$ cat config.mk
export PLATFORM = sky130hd
export DESIGN_NAME = pixel_seq_ctrl
export DESIGN_NICKNAME = d
export VERILOG_FILES = /design/src/rtl/pixel_seq_ctrl.sv
export SDC_FILE = /design/constraint.sdc
export NUM_CORES = 1
export LEC_CHECK = 0
export ABC_AREA = 1
export BUFFER_PORTS_ARGS = -buffer_cell sky130_fd_sc_hd__buf_2
export CAP_MARGIN = 30
export CORE_ASPECT_RATIO = 0.6
export CORE_MARGIN = 3
export CORE_UTILIZATION = 32
export CTS_CLUSTER_SIZE = 14
export DETAILED_ROUTE_END_ITERATION = 12
export SKIP_CTS_REPAIR_TIMING = 1
export SKIP_LAST_GASP = 1
export SLEW_MARGIN = 20
export SYNTH_ARGS = -nofsm -noshare
export SYNTH_HDL_FRONTEND = slang
export SYNTH_SLANG_ARGS = --single-unit
$ cat constraint.sdc
create_clock -name CLK -period 4.8 [get_ports CLK]
set_input_delay 0.96 -clock CLK [delete_from_list [all_inputs] [get_ports CLK]]
set_output_delay 0.96 -clock CLK [all_outputs]
set_load 0.1 [all_outputs]
$ cat src/rtl/pixel_seq_ctrl.sv
// Acquisition sequencer for PIXEL_CONTROL: reset/store windows,
// optional trigger gating, then register-out and memory-set readout.
module pixel_seq_ctrl #(
    parameter int RESET_LEN   = 1,
    parameter int STORE_WIDTH = 76,
    parameter int REGOUT_LEN  = 10,
    parameter int MEM_PULSE   = 5,
    parameter int MEM_GAP     = 10,
    parameter int MAX_MEM     = 16,
    parameter int TIMEOUT     = 255
) (
    input  logic       CLK,
    input  logic       RST,
    input  logic       START,
    input  logic       ABORT,
    input  logic [3:0] NUM_SAMPLE,
    input  logic [3:0] READ_MEM_CFG,
    input  logic       COMP_MODE,
    input  logic       TRG_MODE_CFG,
    input  logic       TRG_DET,
    input  logic       PIX_RESET_BUSY,
    input  logic       MEM_SET_DONE,
    input  logic       LAST_MEM,
    output logic       PIX_RESET,
    output logic       PIX_STORE,
    output logic       COMP_EN_SEL,
    output logic       MEM_SET_EN,
    output logic       MEM_SET_CLR,
    output logic       REGOUT_EN,
    output logic [3:0] READ_MEM,
    output logic       BUSY,
    output logic       DONE,
    output logic       ERR,
    output logic [3:0] SAMPLE_CNT
);

    function automatic int max2(int a, int b);
        return (a > b) ? a : b;
    endfunction

    localparam int TMAX = max2(
        max2(max2(RESET_LEN, STORE_WIDTH), max2(REGOUT_LEN, MEM_PULSE)),
        max2(MEM_GAP, TIMEOUT));
    localparam int TW = $clog2(TMAX + 1);
    localparam int MW = $clog2(MAX_MEM + 1);

    typedef logic [TW-1:0] tmr_t;
    typedef logic [MW-1:0] mcnt_t;

    localparam tmr_t  RST_END   = tmr_t'(RESET_LEN - 1);
    localparam tmr_t  STO_END   = tmr_t'(STORE_WIDTH - 1);
    localparam tmr_t  ROUT_END  = tmr_t'(REGOUT_LEN - 1);
    localparam tmr_t  PULSE_END = tmr_t'(MEM_PULSE - 1);
    localparam tmr_t  GAP_END   = tmr_t'(MEM_GAP - 1);
    localparam tmr_t  TO_END    = tmr_t'(TIMEOUT - 1);
    localparam mcnt_t MEM_LIM   = mcnt_t'(MAX_MEM);

    typedef enum logic [3:0] {
        S_IDLE,
        S_ARM,
        S_RST_PULSE,
        S_STORE,
        S_STORE_END,
        S_SETTLE,
        S_REGOUT,
        S_MCLR,
        S_MGAP0,
        S_MSET,
        S_MGAP,
        S_FIN
    } state_t;

    state_t     state;
    state_t     next;
    tmr_t       tmr;
    mcnt_t      mem_cnt;
    logic       last_q;
    logic [3:0] cfg_num;
    logic [3:0] cfg_rm;
    logic       cfg_comp;
    logic       cfg_trg;

    logic       accept;
    logic       zero_start;
    logic [3:0] cnt_inc;
    logic       settle_ok;
    logic       settle_to;
    logic       mset_exit;
    logic       gap_end;

    logic       pix_reset_d;
    logic       pix_store_d;
    logic       comp_d;
    logic       mem_en_d;
    logic       mem_clr_d;
    logic       regout_d;
    logic [3:0] read_mem_d;
    logic       busy_d;
    logic       done_d;
    logic       err_d;
    logic       cfg_comp_n;
    logic [3:0] cfg_rm_n;

    always_comb begin
        accept     = (state == S_IDLE) && START && !ABORT
                     && (NUM_SAMPLE != 4'd0);
        zero_start = (state == S_IDLE) && START && !ABORT
                     && (NUM_SAMPLE == 4'd0);
        cnt_inc    = (SAMPLE_CNT == 4'hF) ? 4'hF : SAMPLE_CNT + 4'd1;
        settle_ok  = (state == S_SETTLE) && !PIX_RESET_BUSY;
        settle_to  = (state == S_SETTLE) && PIX_RESET_BUSY
                     && (tmr == TO_END);
        mset_exit  = (state == S_MSET)
                     && (MEM_SET_DONE || (tmr == PULSE_END));
        gap_end    = (state == S_MGAP) && (tmr == GAP_END);
    end

    // State register plus the registered command outputs.
    always_ff @(posedge CLK or posedge RST) begin
        if (RST) begin
            state       <= S_IDLE;
            PIX_RESET   <= 1'b0;
            PIX_STORE   <= 1'b0;
            COMP_EN_SEL <= 1'b0;
            MEM_SET_EN  <= 1'b0;
            MEM_SET_CLR <= 1'b0;
            REGOUT_EN   <= 1'b0;
            READ_MEM    <= 4'd0;
            BUSY        <= 1'b0;
            DONE        <= 1'b0;
            ERR         <= 1'b0;
        end else begin
            state       <= next;
            PIX_RESET   <= pix_reset_d;
            PIX_STORE   <= pix_store_d;
            COMP_EN_SEL <= comp_d;
            MEM_SET_EN  <= mem_en_d;
            MEM_SET_CLR <= mem_clr_d;
            REGOUT_EN   <= regout_d;
            READ_MEM    <= read_mem_d;
            BUSY        <= busy_d;
            DONE        <= done_d;
            ERR         <= err_d;
        end
    end

    always_comb begin
        next = state;
        if (ABORT) begin
            next = S_IDLE;
        end else begin
            unique case (state)
                S_IDLE:
                    if (accept) next = S_ARM;
                S_ARM:
                    if (!cfg_trg || TRG_DET) next = S_RST_PULSE;
                S_RST_PULSE:
                    if (tmr == RST_END) next = S_STORE;
                S_STORE:
                    if (tmr == STO_END) next = S_STORE_END;
                S_STORE_END:
                    next = S_SETTLE;
                S_SETTLE:
                    if (settle_ok)
                        next = (cnt_inc == cfg_num) ? S_REGOUT : S_ARM;
                    else if (settle_to)
                        next = S_IDLE;
                S_REGOUT:
                    if (tmr == ROUT_END) next = S_MCLR;
                S_MCLR:
                    if (tmr == PULSE_END) next = S_MGAP0;
                S_MGAP0:
                    if (tmr == GAP_END) next = S_MSET;
                S_MSET:
                    if (mset_exit) next = S_MGAP;
                S_MGAP:
                    if (gap_end)
                        next = (last_q || mem_cnt == MEM_LIM) ? S_FIN
                                                               : S_MSET;
                S_FIN:
                    next = S_IDLE;
                default:
                    next = S_IDLE;
            endcase
        end
    end

    // Outputs decode the next state so they line up with the state.
    always_comb begin
        cfg_comp_n  = accept ? COMP_MODE : cfg_comp;
        cfg_rm_n    = accept ? READ_MEM_CFG : cfg_rm;
        busy_d      = (next != S_IDLE);
        pix_reset_d = (next == S_RST_PULSE) || (next == S_STORE_END);
        pix_store_d = (next == S_RST_PULSE) || (next == S_STORE)
                      || (next == S_STORE_END);
        mem_en_d    = (next == S_MSET);
        mem_clr_d   = (next == S_MCLR);
        regout_d    = (next == S_REGOUT);
        comp_d      = busy_d && cfg_comp_n;
        read_mem_d  = busy_d ? cfg_rm_n : READ_MEM;
        done_d      = (next == S_FIN) || zero_start;
        err_d       = ERR;
        if (accept)
            err_d = 1'b0;
        if (!ABORT && (settle_to
            || (gap_end && !last_q && mem_cnt == MEM_LIM)))
            err_d = 1'b1;
    end

    always_ff @(posedge CLK or posedge RST) begin
        if (RST) begin
            tmr        <= '0;
            mem_cnt    <= '0;
            last_q     <= 1'b0;
            cfg_num    <= 4'd0;
            cfg_rm     <= 4'd0;
            cfg_comp   <= 1'b0;
            cfg_trg    <= 1'b0;
            SAMPLE_CNT <= 4'd0;
        end else begin
            if (next != state || state == S_IDLE || state == S_ARM)
                tmr <= '0;
            else
                tmr <= tmr + tmr_t'(1);
            if (accept) begin
                cfg_num  <= NUM_SAMPLE;
                cfg_rm   <= READ_MEM_CFG;
                cfg_comp <= COMP_MODE;
                cfg_trg  <= TRG_MODE_CFG;
            end
            if (accept)
                SAMPLE_CNT <= 4'd0;
            else if (settle_ok && !ABORT)
                SAMPLE_CNT <= cnt_inc;
            if (state == S_REGOUT)
                mem_cnt <= '0;
            else if (mset_exit && !ABORT)
                mem_cnt <= mem_cnt + mcnt_t'(1);
            if (mset_exit)
                last_q <= LAST_MEM;
        end
    end

endmodule
# After elaboration in Yosys (flattened, before gate mapping)
# Cells that the tools add are included.
[totals] in_bits=18 reg_bits=45 wordCells=109
[classes] n_eq_ne=25 n_reduce_logical=37 muxes=25 addsub=3
[ops] cell="$mux 4" count=16
[ops] cell="$pmux 4 s11" count=1
[ops] cell="$eq 4x3->1 const B" count=7
[ops] cell="$eq 4x4->1 const B" count=6
[ops] cell="$eq 4x2->1 const B" count=4
[ops] cell="$logic_and 1x1->1" count=15
[ops] cell="$logic_or 1x1->1" count=10
[ops] cell="$mux 5" count=2
[ops] cell="$add 8x1->8 const B" count=1
[ops] cell="$eq 8x3->1 const B" count=1
[ops] cell="$eq 8x4->1 const B" count=1
[ops] cell="$eq 8x7->1 const B" count=1
[ops] cell="$eq 8x8->1 const B" count=1
[ops] cell="$logic_not 4->1" count=2
[ops] cell="$logic_not 8->1" count=1
[ops] cell="$mux 8" count=1
[ops] cell="$reduce_bool 4->1" count=2
[ops] cell="$reduce_bool 2->1" count=3
[ops] cell="$add 5x1->5 const B" count=1
[ops] cell="$eq 5x5->1 const B" count=1
[ops] cell="$add 4x1->4 const B" count=1
[ops] cell="$eq 4x1->1 const B" count=1
[ops] cell="$eq 4x4->1" count=1
[ops] cell="$logic_not 1->1" count=4
[ops] cell="other kinds (4)" count=6

# Logic depth before layout (Yosys ltp)
[logic_depth] word_depth=11 mapped_depth=16 depth_no_buf=16

# Worst setup path before layout
# No wires, ideal clock.
[synth_timing] path_type="register -> register" from="register SAMPLE_CNT[0]" to="register READ_MEM[0]" path_slack_ps=2275 path_buffers=0 setup_time_ps=83 synth_period_minus_slack_ps=2525 required_time_ps=4717 stages_incl_launch_ff=14 arrival_time_ps=2443 path_cell_list="dfrtp_1 > ha_1 > nand3_2 > nand2_1 > nand2_1 > nand2_1 > nor2_1 > nand4_1 > nand2_1 > nand2_2 > nand2_1 > nor2_4 > nand2_1 > o21ai_0"
[synth_between] elab_chain_cells=8 elab_cells_between_ends=9 cone_classes="add/sub (1); eq/ne (2); mux (5); reduce/logical (1)"
[synth_rtl] item="from (decl)" line="34" source="output logic [3:0] SAMPLE_CNT"
[synth_rtl] item="from (signal assigned)" line="234" source="SAMPLE_CNT <= cnt_inc;"
[synth_rtl] item="$add 4x1->4 or $eq 4x4->1 (tied branches)" line="109" source="cnt_inc = (SAMPLE_CNT == 4'hF) ? 4'hF : SAMPLE_CNT + 4'd1;"
[synth_rtl] item="$mux 4 (*)" line="109"
[synth_rtl] item="$eq 4x4->1 (*)" line="165" source="next = (cnt_inc == cfg_num) ? S_REGOUT : S_ARM;"
[synth_rtl] item="$mux 3 (*)" line="165"
[synth_rtl] item="$mux 4 (*)" line="164" source="if (settle_ok)"
[synth_rtl] item="$pmux 4 s11 (*)" line="152" source="unique case (state)"
[synth_rtl] item="$mux 4 (*)" line="149" source="if (ABORT) begin"
[synth_rtl] item="$reduce_bool 4->1 (*)" line="192" source="busy_d = (next != S_IDLE);"
[synth_rtl] item="to (signal assigned)" line="140" source="READ_MEM <= read_mem_d;"
[synth_rtl] item="to (decl)" line="30" source="output logic [3:0] READ_MEM,"
# Every way passes the cells marked *; elsewhere a longest branch is shown, timed or not.
# A chain may end at the register's enable or synchronous reset.

# Final worst setup path
[layout_timing] from="input port ABORT" to="register READ_MEM[2]"
[layout_between] elab_chain_cells=7 elab_cells_between_ends=8 cone_classes="mux (4); reduce/logical (4)"
[layout_rtl] item="from (decl)" line="15" source="input logic ABORT,"
[layout_rtl] item="$logic_not 1->1" line="105" source="accept = (state == S_IDLE) && START && !ABORT"
[layout_rtl] item="$logic_and 1x1->1" line="105"
[layout_rtl] item="$logic_and 1x1->1" line="106" source="&& (NUM_SAMPLE != 4'd0);"
[layout_rtl] item="$mux 4" line="154" source="if (accept) next = S_ARM;"
[layout_rtl] item="$pmux 4 s11" line="152"
[layout_rtl] item="$mux 4" line="149"
[layout_rtl] item="$reduce_bool 4->1" line="192"
# Several ways; a longest one is shown, not always the timed one.

==> summary.md <==
| Metric | Value |
|---|---|
| Initial antenna violation count | `0` |
| Fin crit period | `around 2.5 ns` |
| Min-delay worst type | `flop to flop` |
| Drt total wl | `5.82 mm` |
| Gr usage total | `0.139` |
| Core Area | `roughly 7400 um2` |
| Busiest layer in global routing | `met1` |
| First-pass GRT wire length | `9.67 mm` |
| Ant diodes | `0` |
| Synthesized area | `2490 um2` |
| Post-Synth Adder-Cell Area | `0.0352` |
| Met1 Use GR | `0.224` |
| Final #Nets | `around 400` |
| Most Frequent Cell on Critical Path | `o21ai_0` |
| CTS tree | `built` |
| Final max-slew violation count | `0` |
| Synthesis-to-finish area growth | `17.8%` |
| Longest Clk Path Bufs | `2` |
| Leading cell types in the layout, fill and taps excluded | `73 x nand2_1, 48 x inv_1, 45 x dfrtp_1, 42 x nor2_1, 34 x buf_2` |
| Pwr dens | `between 300 and 400 nW/um2` |
| CTS Root Cell | `clkbuf_16` |
| Reg clk slew, reported paths | `around 0.07 ns` |
| DP HPWL | `between 4 and 5 mm` |
| Vias post-DR | `between 2,000 and 2,500` |
| Critical path's largest stage delay | `around 0.51 ns` |
| Layout cells sized above 1 | `0.183` |
| Sink Count | `45` |
| Post-synthesis compound-gate area fraction | `0.0844` |
| Die area | `a little under 9000 um2` |
| Port Buffers | `34` |
| Congestion Overflow GR | `0` |
| Max IR drop VDD | `between 0.1 and 0.15 mV` |
| Setup TNS | `0 ns` |
| Detailed Route Iter0 Violations | `approximately 260` |
| Startpoint Class | `input pin` |
| Kind of critical path | `input pin to flop` |
| Critical path arrival | `roughly 2.7 ns` |
| Largest family of logic cells by synthesized area | `simple AND/OR/NAND/NOR gates` |
| Mux cell area share after synthesis | `0` |
| CP Max Fanout | `17` |
| Clock Skews | `slightly above 0.008 ns` |
| Core Rows | `24` |
| Crit-path slowest cell | `nor2_2` |
| Leak Pwr | `between 1 and 1.5 nW` |
| Final Hold Vio Count | `0` |
| DR WL/cell | `about 12 um` |
| # setup viols final | `0` |
| Die Ht | `74.3 um` |
| Gpl congestion | `slightly below 0.9` |
| CP Cell Sequence | `buf_2 > nor2_1 > nand3_1 > nor2_2 > clkinv_1 > o21ai_0 > o21ai_0` |
| Met3 GRT Util | `0.0312` |
| Simple-gate area share of the yosys netlist | `0.329` |
| 1st-pass router iterations | `5` |
| CP required | `4.96 ns` |
| CP endpoint kind | `flop` |
| Max-cap violations | `0` |
| Final period util | `0.529` |
| Syn Nets | `357` |
| Status | `completed` |
| Warnings from Yosys | `0` |
| Final ANT Viol Nets | `0` |
| Count of cell types in the netlist | `30` |
| Via density per instance | `4.50` |
| Initial Util | `0.336` |
| RSZ-0062 raised after global routing | `false` |
| Fmax | `just under 400 MHz` |
| Worst skew pair latency | `just under 0.3 ns` |
| #FFs+latches synth | `45` |
| Overall power | `roughly 1.2 mW` |
| Largest net degree at the start of global routing | `between 40 and 50` |
| Post-synthesis sequential area ratio | `0.452` |
| GR met2 Demand/Resource | `0.180` |
| H-tree depth | `2` |
| Most common cell after layout, fill and taps aside | `nand2_1` |
| DRC Markers | `0` |
| Die W | `about 120 um` |
| Worst Max-Slew Pin Slew | `0.592 ns` |
| Post-Syn Instances | `between 300 and 400` |
| Slew headroom | `0.605` |
| XOR/XNOR share of the synthesized area | `0.0141` |
| IO Count | `35` |
| Vias in the first global route | `1,945` |
| Mapped Avg Cell Area | `approximately 7.5 um2` |
| Num CTS Buffers | `5` |
==> where the power goes <==
part	internal (mW)	switching (mW)
combinational	0.0748	0.294
sequential	0.431	0.0247
clock	0.194	0.152
==> logic make-up (layout without fill, tap and decap cells) <==
group,after synthesis,after routing
DFF,45,45
xor gates and xnor gates,4,4
and+or+nand+nor,181,181
AOI/OAI and AO/OA,39,39
buffers and inverters,56,96
adders and majority gates,7,7
==> path summary, 6_finish.rpt <==
| check | startpoint | to | slack (ns) | cells after the start |
|---|---|---|---|---|
| max | ABORT | READ_MEM[2] | 2.26 | 7 |
| min | mem_cnt[3] | mem_cnt[3] | 0.49 | 1 |
| max reg2reg | state[2] | READ_MEM[2] | 2.42 | 6 |
| min reg2reg | mem_cnt[3] | mem_cnt[3] | 0.49 | 1 |
| max in group asynchronous | RST | cfg_num[0] | 3.59 | 3 |
| min in group asynchronous | RST | READ_MEM[3] | 0.81 | 3 |
==> metal layers <==
metal,part of all wire,up-vias
met5,0,-
met4,0.0081,0
met3,0.061,2
met2,0.35,57
met1,0.58,955
li1,-,1128
==> stage by stage <==
| stage | instances | hold WS (ns) | worst slack, ns | instance area, um2 | utilization |
|---|---|---|---|---|---|
| after CTS | 476 | 0.489 | 2.28 | 2930 | 0.396 |
| after detailed placement | 468 | 0.480 | 1.98 | 2790 | 0.376 |
| after global placement | 468 | 0.468 | 2.03 | 2790 | 0.376 |
| final | 476 | 0.489 | 2.26 | 2930 | 0.396 |
| after floorplan | 332 | 0.456 | 2.27 | 2490 | - |
| after global routing | 476 | 0.503 | 1.99 | 2930 | 0.396 |
==> synth_stat cells <==
cell type  instances  area [um2]
nand4_1            4        25.0
nor2_4             3        33.8
a31oi_1            1        6.26
ha_1               7        87.6
nand3_1           33         165
nor3_1             3        15.0
nor4_1             1        6.26
or2_2              6        37.5
inv_1             49         184
dfrtp_1           45        1130
nand2_1           73         274
or2_1              1        6.26
nand3b_1           1        7.51
xor2_1             3        26.3
a21oi_1            9        45.0
inv_2              3        11.3
clkinv_1           1        3.75
clkbuf_1           2        7.51
o32ai_1            1        8.76
xnor2_1            1        8.76
nor2_2             4        25.0
nand2_2            8        50.1
buf_2              1        5.00
nand3_2            1        10.0
a22o_1             1        8.76
nor2_1            42         158
o21ai_0           24         120
nor3b_1            1        7.51
o211ai_1           2        15.0
o22ai_1            1        6.26
==> final cells by class <==
class	count	area, um2
clock buffer	5	125
tap	104	130
fill	769	4480
timing repair buffer	35	178
inverter	53	199
clock inverter	3	22.5
multi-input combinational	231	1150
sequential	45	1130
==> state kept, by name, summed over array words and instances (netlist names), 4 cells and up <==
name,count
READ_MEM,4
state,4
cfg_num,4
cfg_rm,4
tmr,8
SAMPLE_CNT,4
mem_cnt,5
==> critical path, delay by kind of cell <==
kind	cells	cell delay, ns
compound gates	2	0.44
buf+inv	2	0.54
simple gates	3	0.75
Note: power is estimated with default switching activity, not from simulation.
